[src/rtl/decode_stage_if.sv]
// decode_stage_if: bundles the fetch-side handshake, the decoded-output
// handshake and the return-address-stack status of decode_stage.
//   master : the environment (fetch, PC logic, ALU stage). It drives
//            in_valid/instr/pc/zero_flag/flush/out_ready.
//   slave  : decode_stage itself. It drives in_ready and every decoded
//            output.
// Widths follow the same parameters as decode_stage and must be overridden
// to identical values on both.
interface decode_stage_if #(
  parameter int PC_WIDTH          = 5,
  parameter int OPCODE_WIDTH      = 6,
  parameter int VALUE_WIDTH       = 8,
  parameter int INSTRUCTION_WIDTH = 40,
  parameter int RAS_DEPTH         = 4
);
  localparam int CNT_W = $clog2(RAS_DEPTH) + 1;

  logic                         in_valid;
  logic                         in_ready;
  logic [INSTRUCTION_WIDTH-1:0] instr;
  logic [PC_WIDTH-1:0]          pc;
  logic                         zero_flag;
  logic                         flush;
  logic                         out_valid;
  logic                         out_ready;
  logic [OPCODE_WIDTH-1:0]      op_code;
  logic [VALUE_WIDTH-1:0]       source1;
  logic [VALUE_WIDTH-1:0]       source2;
  logic [VALUE_WIDTH-1:0]       destination;
  logic [1:0]                   source1_choice;
  logic [1:0]                   source2_choice;
  logic [1:0]                   destination_choice;
  logic                         jmp;
  logic                         cal;
  logic                         ret;
  logic                         push;
  logic                         pop;
  logic                         redirect;
  logic [PC_WIDTH-1:0]          redirect_target;
  logic [CNT_W-1:0]             ras_count;
  logic                         ras_overflow;
  logic                         ras_underflow;

  modport master (
    output in_valid, instr, pc, zero_flag, flush, out_ready,
    input  in_ready, out_valid, op_code, source1, source2, destination,
           source1_choice, source2_choice, destination_choice,
           jmp, cal, ret, push, pop, redirect, redirect_target,
           ras_count, ras_overflow, ras_underflow
  );

  modport slave (
    input  in_valid, instr, pc, zero_flag, flush, out_ready,
    output in_ready, out_valid, op_code, source1, source2, destination,
           source1_choice, source2_choice, destination_choice,
           jmp, cal, ret, push, pop, redirect, redirect_target,
           ras_count, ras_overflow, ras_underflow
  );
endinterface

[src/rtl/decode_stage.sv]
// decode_stage: registered instruction-decode stage with valid/ready
// handshake and a circular return-address stack (RAS).
// Ports:
//   clk    - rising-edge clock
//   rst_n  - synchronous active-low reset
//   bus    - decode_stage_if.slave: in_valid/in_ready/instr/pc/zero_flag/
//            flush in, out_valid/out_ready plus decoded fields, resolved
//            control (jmp/cal/ret/push/pop), redirect/redirect_target and
//            RAS status (ras_count, sticky ras_overflow/ras_underflow).
// Build option: DECODE_STAGE_RAS_EN enables the internal stack. Without it
// push/pop still pulse for an external stack, a taken return redirects to 0
// and the RAS status outputs are tied to 0.
module decode_stage #(
  parameter int PC_WIDTH          = 5,
  parameter int OPCODE_WIDTH      = 6,
  parameter int VALUE_WIDTH       = 8,
  parameter int INSTRUCTION_WIDTH = 40,
  parameter int RAS_DEPTH         = 4
) (
  input logic          clk,
  input logic          rst_n,
  decode_stage_if.slave bus
);
  localparam int PTR_W = $clog2(RAS_DEPTH);
  localparam int CNT_W = PTR_W + 1;

  localparam logic [OPCODE_WIDTH-1:0] OP_JMP     = OPCODE_WIDTH'('h20);
  localparam logic [OPCODE_WIDTH-1:0] OP_IF0JUMP = OPCODE_WIDTH'('h21);
  localparam logic [OPCODE_WIDTH-1:0] OP_IF1JUMP = OPCODE_WIDTH'('h22);
  localparam logic [OPCODE_WIDTH-1:0] OP_CALL    = OPCODE_WIDTH'('h23);
  localparam logic [OPCODE_WIDTH-1:0] OP_CAL0    = OPCODE_WIDTH'('h24);
  localparam logic [OPCODE_WIDTH-1:0] OP_CAL1    = OPCODE_WIDTH'('h25);
  localparam logic [OPCODE_WIDTH-1:0] OP_RET     = OPCODE_WIDTH'('h26);
  localparam logic [OPCODE_WIDTH-1:0] OP_RET0    = OPCODE_WIDTH'('h27);
  localparam logic [OPCODE_WIDTH-1:0] OP_RET1    = OPCODE_WIDTH'('h28);

  // Field extraction
  logic [OPCODE_WIDTH-1:0] f_op;
  logic [VALUE_WIDTH-1:0]  f_src1, f_src2, f_dst;
  logic [1:0]              f_c1, f_c2, f_cd;
  logic                    unused_instr_bits;

  assign f_op   = bus.instr[32 +: OPCODE_WIDTH];
  assign f_src1 = bus.instr[24 +: VALUE_WIDTH];
  assign f_src2 = bus.instr[16 +: VALUE_WIDTH];
  assign f_dst  = bus.instr[8 +: VALUE_WIDTH];
  assign f_c1   = bus.instr[5:4];
  assign f_c2   = bus.instr[3:2];
  assign f_cd   = bus.instr[1:0];
  assign unused_instr_bits = ^{bus.instr[INSTRUCTION_WIDTH-1:32+OPCODE_WIDTH],
                               bus.instr[7:6]};

  // Handshake
  logic out_valid_q;
  logic in_ready_int;
  logic accept;

  assign in_ready_int = ~bus.flush & (~out_valid_q | bus.out_ready);
  assign accept       = bus.in_valid & in_ready_int;
  assign bus.in_ready = in_ready_int;

  // Control resolution
  logic                c_jmp, c_cal, c_ret, c_push, c_pop;
  logic [PC_WIDTH-1:0] c_target;
  logic [PC_WIDTH-1:0] ras_top;

  always_comb begin
    c_jmp  = 1'b0;
    c_cal  = 1'b0;
    c_ret  = 1'b0;
    c_push = 1'b0;
    c_pop  = 1'b0;
    case (f_op)
      OP_JMP:     c_jmp = 1'b1;
      OP_IF0JUMP: c_jmp = bus.zero_flag;
      OP_IF1JUMP: c_jmp = ~bus.zero_flag;
      OP_CALL: begin
        c_jmp  = 1'b1;
        c_cal  = 1'b1;
        c_push = 1'b1;
      end
      OP_CAL0: begin
        c_jmp  = bus.zero_flag;
        c_cal  = bus.zero_flag;
        c_push = bus.zero_flag;
      end
      OP_CAL1: begin
        c_jmp  = ~bus.zero_flag;
        c_cal  = ~bus.zero_flag;
        c_push = ~bus.zero_flag;
      end
      OP_RET: begin
        c_ret = 1'b1;
        c_pop = 1'b1;
      end
      OP_RET0: begin
        c_ret = bus.zero_flag;
        c_pop = bus.zero_flag;
      end
      OP_RET1: begin
        c_ret = ~bus.zero_flag;
        c_pop = ~bus.zero_flag;
      end
      default: ;
    endcase

    c_target = '0;
    if (c_ret) begin
      c_target = ras_top;
    end else if (c_jmp) begin
      c_target = f_src1[PC_WIDTH-1:0];
    end
  end

`ifdef DECODE_STAGE_RAS_EN
  // Return-address stack. ras_sp is the next write slot; being a power-of-two
  // wide pointer it wraps on its own, so a push when full simply overwrites
  // the oldest entry while ras_cnt saturates at RAS_DEPTH.
  logic [PC_WIDTH-1:0] ras_mem [RAS_DEPTH];
  logic [PTR_W-1:0]    ras_sp;
  logic [CNT_W-1:0]    ras_cnt;
  logic                ras_ovf, ras_udf;

  assign ras_top = (ras_cnt == '0) ? '0 : ras_mem[ras_sp - PTR_W'(1)];

  always_ff @(posedge clk) begin
    if (!rst_n) begin
      ras_sp  <= '0;
      ras_cnt <= '0;
      ras_ovf <= 1'b0;
      ras_udf <= 1'b0;
    end else if (accept) begin
      if (c_push) begin
        ras_sp <= ras_sp + PTR_W'(1);
        if (ras_cnt == CNT_W'(RAS_DEPTH)) begin
          ras_ovf <= 1'b1;
        end else begin
          ras_cnt <= ras_cnt + CNT_W'(1);
        end
      end else if (c_pop) begin
        if (ras_cnt == '0) begin
          ras_udf <= 1'b1;
        end else begin
          ras_sp  <= ras_sp - PTR_W'(1);
          ras_cnt <= ras_cnt - CNT_W'(1);
        end
      end
    end
  end

  // Entries need no reset: they are only read while ras_cnt is non-zero.
  always_ff @(posedge clk) begin
    if (rst_n && accept && c_push) begin
      ras_mem[ras_sp] <= bus.pc + PC_WIDTH'(1);
    end
  end

  assign bus.ras_count     = ras_cnt;
  assign bus.ras_overflow  = ras_ovf;
  assign bus.ras_underflow = ras_udf;
`else
  logic unused_pc;

  assign ras_top           = '0;
  assign unused_pc         = ^bus.pc;
  assign bus.ras_count     = '0;
  assign bus.ras_overflow  = 1'b0;
  assign bus.ras_underflow = 1'b0;
`endif

  // Output register
  logic [OPCODE_WIDTH-1:0] op_q;
  logic [VALUE_WIDTH-1:0]  src1_q, src2_q, dst_q;
  logic [1:0]              c1_q, c2_q, cd_q;
  logic                    jmp_q, cal_q, ret_q, push_q, pop_q, redirect_q;
  logic [PC_WIDTH-1:0]     target_q;

  always_ff @(posedge clk) begin
    if (!rst_n) begin
      out_valid_q <= 1'b0;
      op_q        <= '0;
      src1_q      <= '0;
      src2_q      <= '0;
      dst_q       <= '0;
      c1_q        <= '0;
      c2_q        <= '0;
      cd_q        <= '0;
      jmp_q       <= 1'b0;
      cal_q       <= 1'b0;
      ret_q       <= 1'b0;
      push_q      <= 1'b0;
      pop_q       <= 1'b0;
      redirect_q  <= 1'b0;
      target_q    <= '0;
    end else if (bus.flush) begin
      out_valid_q <= 1'b0;
    end else if (accept) begin
      out_valid_q <= 1'b1;
      op_q        <= f_op;
      src1_q      <= f_src1;
      src2_q      <= f_src2;
      dst_q       <= f_dst;
      c1_q        <= f_c1;
      c2_q        <= f_c2;
      cd_q        <= f_cd;
      jmp_q       <= c_jmp;
      cal_q       <= c_cal;
      ret_q       <= c_ret;
      push_q      <= c_push;
      pop_q       <= c_pop;
      redirect_q  <= c_jmp | c_ret;
      target_q    <= c_target;
    end else if (bus.out_ready) begin
      out_valid_q <= 1'b0;
    end
  end

  assign bus.out_valid          = out_valid_q;
  assign bus.op_code            = op_q;
  assign bus.source1            = src1_q;
  assign bus.source2            = src2_q;
  assign bus.destination        = dst_q;
  assign bus.source1_choice     = c1_q;
  assign bus.source2_choice     = c2_q;
  assign bus.destination_choice = cd_q;
  assign bus.jmp                = jmp_q;
  assign bus.cal                = cal_q;
  assign bus.ret                = ret_q;
  assign bus.push               = push_q;
  assign bus.pop                = pop_q;
  assign bus.redirect           = redirect_q;
  assign bus.redirect_target    = target_q;
endmodule

[src/flat_wrapper.sv]
// flat-port wrapper written by rule: the top's interface ports become plain ports
module decode_stage_flat 
#(
  parameter int PC_WIDTH          = 5,
  parameter int OPCODE_WIDTH      = 6,
  parameter int VALUE_WIDTH       = 8,
  parameter int INSTRUCTION_WIDTH = 40,
  parameter int RAS_DEPTH         = 4
)
  (clk, rst_n, bus_in_valid, bus_instr, bus_pc, bus_zero_flag, bus_flush, bus_out_ready, bus_in_ready, bus_out_valid, bus_op_code, bus_source1, bus_source2, bus_destination, bus_source1_choice, bus_source2_choice, bus_destination_choice, bus_jmp, bus_cal, bus_ret, bus_push, bus_pop, bus_redirect, bus_redirect_target, bus_ras_count, bus_ras_overflow, bus_ras_underflow);
  decode_stage_if #(.PC_WIDTH(PC_WIDTH), .OPCODE_WIDTH(OPCODE_WIDTH), .VALUE_WIDTH(VALUE_WIDTH), .INSTRUCTION_WIDTH(INSTRUCTION_WIDTH), .RAS_DEPTH(RAS_DEPTH)) bus_i ();
  input logic clk;
  input logic rst_n;
  input wire logic [$bits(bus_i.in_valid)-1:0] bus_in_valid;
  input wire logic [$bits(bus_i.instr)-1:0] bus_instr;
  input wire logic [$bits(bus_i.pc)-1:0] bus_pc;
  input wire logic [$bits(bus_i.zero_flag)-1:0] bus_zero_flag;
  input wire logic [$bits(bus_i.flush)-1:0] bus_flush;
  input wire logic [$bits(bus_i.out_ready)-1:0] bus_out_ready;
  output wire logic [$bits(bus_i.in_ready)-1:0] bus_in_ready;
  output wire logic [$bits(bus_i.out_valid)-1:0] bus_out_valid;
  output wire logic [$bits(bus_i.op_code)-1:0] bus_op_code;
  output wire logic [$bits(bus_i.source1)-1:0] bus_source1;
  output wire logic [$bits(bus_i.source2)-1:0] bus_source2;
  output wire logic [$bits(bus_i.destination)-1:0] bus_destination;
  output wire logic [$bits(bus_i.source1_choice)-1:0] bus_source1_choice;
  output wire logic [$bits(bus_i.source2_choice)-1:0] bus_source2_choice;
  output wire logic [$bits(bus_i.destination_choice)-1:0] bus_destination_choice;
  output wire logic [$bits(bus_i.jmp)-1:0] bus_jmp;
  output wire logic [$bits(bus_i.cal)-1:0] bus_cal;
  output wire logic [$bits(bus_i.ret)-1:0] bus_ret;
  output wire logic [$bits(bus_i.push)-1:0] bus_push;
  output wire logic [$bits(bus_i.pop)-1:0] bus_pop;
  output wire logic [$bits(bus_i.redirect)-1:0] bus_redirect;
  output wire logic [$bits(bus_i.redirect_target)-1:0] bus_redirect_target;
  output wire logic [$bits(bus_i.ras_count)-1:0] bus_ras_count;
  output wire logic [$bits(bus_i.ras_overflow)-1:0] bus_ras_overflow;
  output wire logic [$bits(bus_i.ras_underflow)-1:0] bus_ras_underflow;
  assign bus_i.in_valid = bus_in_valid;
  assign bus_i.instr = bus_instr;
  assign bus_i.pc = bus_pc;
  assign bus_i.zero_flag = bus_zero_flag;
  assign bus_i.flush = bus_flush;
  assign bus_i.out_ready = bus_out_ready;
  assign bus_in_ready = bus_i.in_ready;
  assign bus_out_valid = bus_i.out_valid;
  assign bus_op_code = bus_i.op_code;
  assign bus_source1 = bus_i.source1;
  assign bus_source2 = bus_i.source2;
  assign bus_destination = bus_i.destination;
  assign bus_source1_choice = bus_i.source1_choice;
  assign bus_source2_choice = bus_i.source2_choice;
  assign bus_destination_choice = bus_i.destination_choice;
  assign bus_jmp = bus_i.jmp;
  assign bus_cal = bus_i.cal;
  assign bus_ret = bus_i.ret;
  assign bus_push = bus_i.push;
  assign bus_pop = bus_i.pop;
  assign bus_redirect = bus_i.redirect;
  assign bus_redirect_target = bus_i.redirect_target;
  assign bus_ras_count = bus_i.ras_count;
  assign bus_ras_overflow = bus_i.ras_overflow;
  assign bus_ras_underflow = bus_i.ras_underflow;
  decode_stage #(.PC_WIDTH(PC_WIDTH), .OPCODE_WIDTH(OPCODE_WIDTH), .VALUE_WIDTH(VALUE_WIDTH), .INSTRUCTION_WIDTH(INSTRUCTION_WIDTH), .RAS_DEPTH(RAS_DEPTH)) u_core (.clk(clk), .rst_n(rst_n), .bus(bus_i));
endmodule
[config.mk]
export PLATFORM = sky130hd
export DESIGN_NAME = decode_stage_flat
export DESIGN_NICKNAME = d
export VERILOG_FILES = /design/src/rtl/decode_stage_if.sv /design/src/rtl/decode_stage.sv /design/src/flat_wrapper.sv
export SDC_FILE = /design/constraint.sdc
export NUM_CORES = 1
export LEC_CHECK = 0
export BUFFER_PORTS_ARGS = -buffer_cell sky130_fd_sc_hd__buf_2
export CAP_MARGIN = 20
export CORE_MARGIN = 1
export CORE_UTILIZATION = 45
export CTS_CLUSTER_SIZE = 24
export DETAILED_ROUTE_END_ITERATION = 8
export PLACE_DENSITY = 0.83
export SYNTH_ARGS = -nofsm -noshare
export SYNTH_HDL_FRONTEND = slang
export SYNTH_SLANG_ARGS = --single-unit
export TNS_END_PERCENT = 100
[constraint.sdc]
create_clock -name clk -period 1.9 [get_ports clk]
set_input_delay 0.38 -clock clk [delete_from_list [all_inputs] [get_ports clk]]
set_output_delay 0.38 -clock clk [all_outputs]
set_load 0.1 [all_outputs]
==> qor.txt <==
CTS tree -> yes
final clock skew -> 2.28 ps
largest net degree at the start of global routing -> 31
number of port buffers -> 90
cell taking the most area after synthesis -> dfxtp_1
H-tree levels -> 2
Worst path top cell family by delay -> buffers and inverters
number of synthesized flops with an enable pin -> 0
io pins -> 105
Min Hold Slack -> 312 ps
met2 routed WL -> 2070 um
synthesized area -> 1910 um2
slowest CP cell -> buf_2
Max Freq -> 611 MHz
leak pwr -> 1.16 nW
Final Setup Violations -> 0
Main synth FF type -> dfxtp_1
CTS buffer count -> 5
Overall Global Routing Usage -> 0.197
CTS max path bufs -> 2
drt drc -> 0
status -> complete, no violations
GP Congestion -> 0.706
top cells by area, synth -> dfxtp_1 (48%), nand2_1 (15%), a21boi_1 (9.8%), buf_4 (3.9%), a32o_1 (2.6%)
FF+latch count, synth -> 46
worst endpoint required time -> 1520 ps
fill count -> 380
share of layout cells above drive strength 1 -> 0.351
HP Class -> input pin to register
initial antenna violation count -> 0
CP Launch Type -> register
post-cts repair resize count -> 0
Die ar. -> 4520 um2
width of the die -> 67.2 um
fin crit period -> 1640 ps
die height -> 67.2 um
CP bufs+invs -> 1
endpoints failing hold -> 0
syn avg cell area -> 8.58 um2
CTS Sinks -> 46
row count -> 23
vias in the first global route -> 1596
final core utilization -> 0.607
routed via count -> 1800
Seq/Total Area, Yosys -> 0.481
post-synthesis async set-or-reset flop share -> 0
crit share post-route -> 0.862
CP Max Fanout -> 3
CTS Hold Buffers Added -> 0
global-route wire length before repair -> 6730 um
cells along the critical path -> nor2b_1 -> nor2_4 -> buf_2
Distinct cells, synth -> 37
n_diodes -> 0
M1 WL -> 1870 um
Initial Util -> 0.475
CP arrival -> 1260 ps
final max-slew violation count -> 0
Iteration-0 DRC Markers -> 106
worst skew pair latency -> 290 ps
Core ar. -> 4030 um2
Overflow after GRT -> 0
top sig layer -> met4
CP Capture Type -> output port
Clock Pin Slew Worst Setup and Hold Paths -> 80 ps
Routed WL -> 4360 um
Area Overhead vs Synth -> 27.8%
setup total negative slack -> 0 ps
Final HPWL DP -> 3170 um
WL/cell -> 12.2 um
first-pass detailed-route iteration total -> 4
Peak VDD IR -> 618 uV
CTS root buf -> clkbuf_8
Worst path max stage delay -> 420 ps
Post-Syn Instances -> 223
WS Path Type -> register to output port
Power Dens Cells -> 872 nW/um2
maxcap violations -> 0
# nets final -> 359
Synth warnings -> 0
vias per inst -> 5.03
post-route ant nets -> 0
Post-CTS Setup Repair Bufs -> 0
Tot Pwr -> 2.13 mW
RSZ-0062 raised after global routing -> no
routed wl met3 -> 380 um
share of the synthesized area in the top cell type -> 0.481
## metal layers
layer / GRT usage / up-vias
met1: 0.222 / 820
met4: 0.0559 / 0
met2: 0.346 / 73
li1: - / 900
met3: 0.0726 / 7
met5: 0 / -
## per-stage QoR
step	cells	cell area [um2]	setup WS, ps
detailed placement	351	2370	383
global placement	351	2370	424
finish	358	2450	263
global route	358	2450	200
CTS	358	2450	250
floorplan	227	1940	147
## worst reg2reg max path, stage by stage, from the launching register on
cell	delay, ps
dfxtp_2	330
nand2b_1	110
nand3_1	150
a211oi_2	250
buf_4	190
a32o_1	130
## flip-flops by register name, indices dropped and copies added, names as in the netlist, 2 cells and up
name	flops
u_core.bus.op_code	6
u_core.bus.destination	8
u_core.bus.source1_choice	2
u_core.bus.redirect_target	5
u_core.bus.source2_choice	2
u_core.bus.source2	8
u_core.bus.destination_choice	2
u_core.bus.source1	8
## worst paths after layout
path / start / to / slack [ps] / cells after the start
hold / removal: bus_instr[26] / u_core.bus.redirect_target[2]$_SDFFE_PN0P_ / 310 / 2
setup / recovery: u_core.bus.out_valid$_SDFFE_PP0P_ / bus_in_ready / 260 / 3
hold reg to reg: u_core.bus.destination[7]$_SDFFE_PN0P_ / u_core.bus.destination[7]$_SDFFE_PN0P_ / 450 / 2
setup reg to reg: u_core.bus.out_valid$_SDFFE_PP0P_ / u_core.bus.redirect_target[1]$_SDFFE_PN0P_ / 690 / 5
## area by class of cell
type,count,area (um2),share of cell area
sequential,46,922,0.377
tap,50,62.6,0.0256
timing repair buffer,97,503,0.206
clock buffer,6,72.6,0.0297
multi-input combinational,157,875,0.358
inverter,1,3.75,0.00153
clock inverter,1,7.51,0.00307
## layout by cell type (no fill, tap or decap), drive strengths merged, types with 2 or more instances in the layout
cell type and n:
nor2 3, nand2 76, o21ai 3, nor3 2, a32o 5, a21oi 8, clkbuf 6, dfxtp 46
buf 97, conb 5, nand2b 2, mux2i 2, a21boi 31, nand3 2, nor2b 3
## cell families (layout without fill, tap and decap cells)
group | count (synthesis) | count (layout) | share of synthesized area
xor gates and xnor gates | 1 | 1 | 0.00850
buffers and inverters | 24 | 105 | 0.0739
DFF | 46 | 46 | 0.481
AOI/OAI and AO/OA | 57 | 57 | 0.225
other | 1 | 5 | 0.00196
muxes | 2 | 2 | 0.0105
and+or+nand+nor | 92 | 92 | 0.199
## where the power goes
group	internal (mW)	leakage (nW)	total [mW]	switching (mW)
registers	1.00	0.375	1.02	0.0177
logic	0.111	0.748	0.557	0.447
clock network	0.252	0.0373	0.557	0.304
## cell usage after synthesis (all sizes together), types with 2 or more instances
| cell type | instances |
|---|---|
| o21ai | 3 |
| nand2 | 76 |
| nand3 | 2 |
| nor2b | 3 |
| nand2b | 2 |
| nor3 | 2 |
| a32o | 5 |
| a21oi | 8 |
| a21boi | 31 |
| dfxtp | 46 |
| buf | 18 |
| clkbuf | 5 |
| nor2 | 3 |
| mux2i | 2 |
Note: power is estimated with default switching activity, not from simulation.
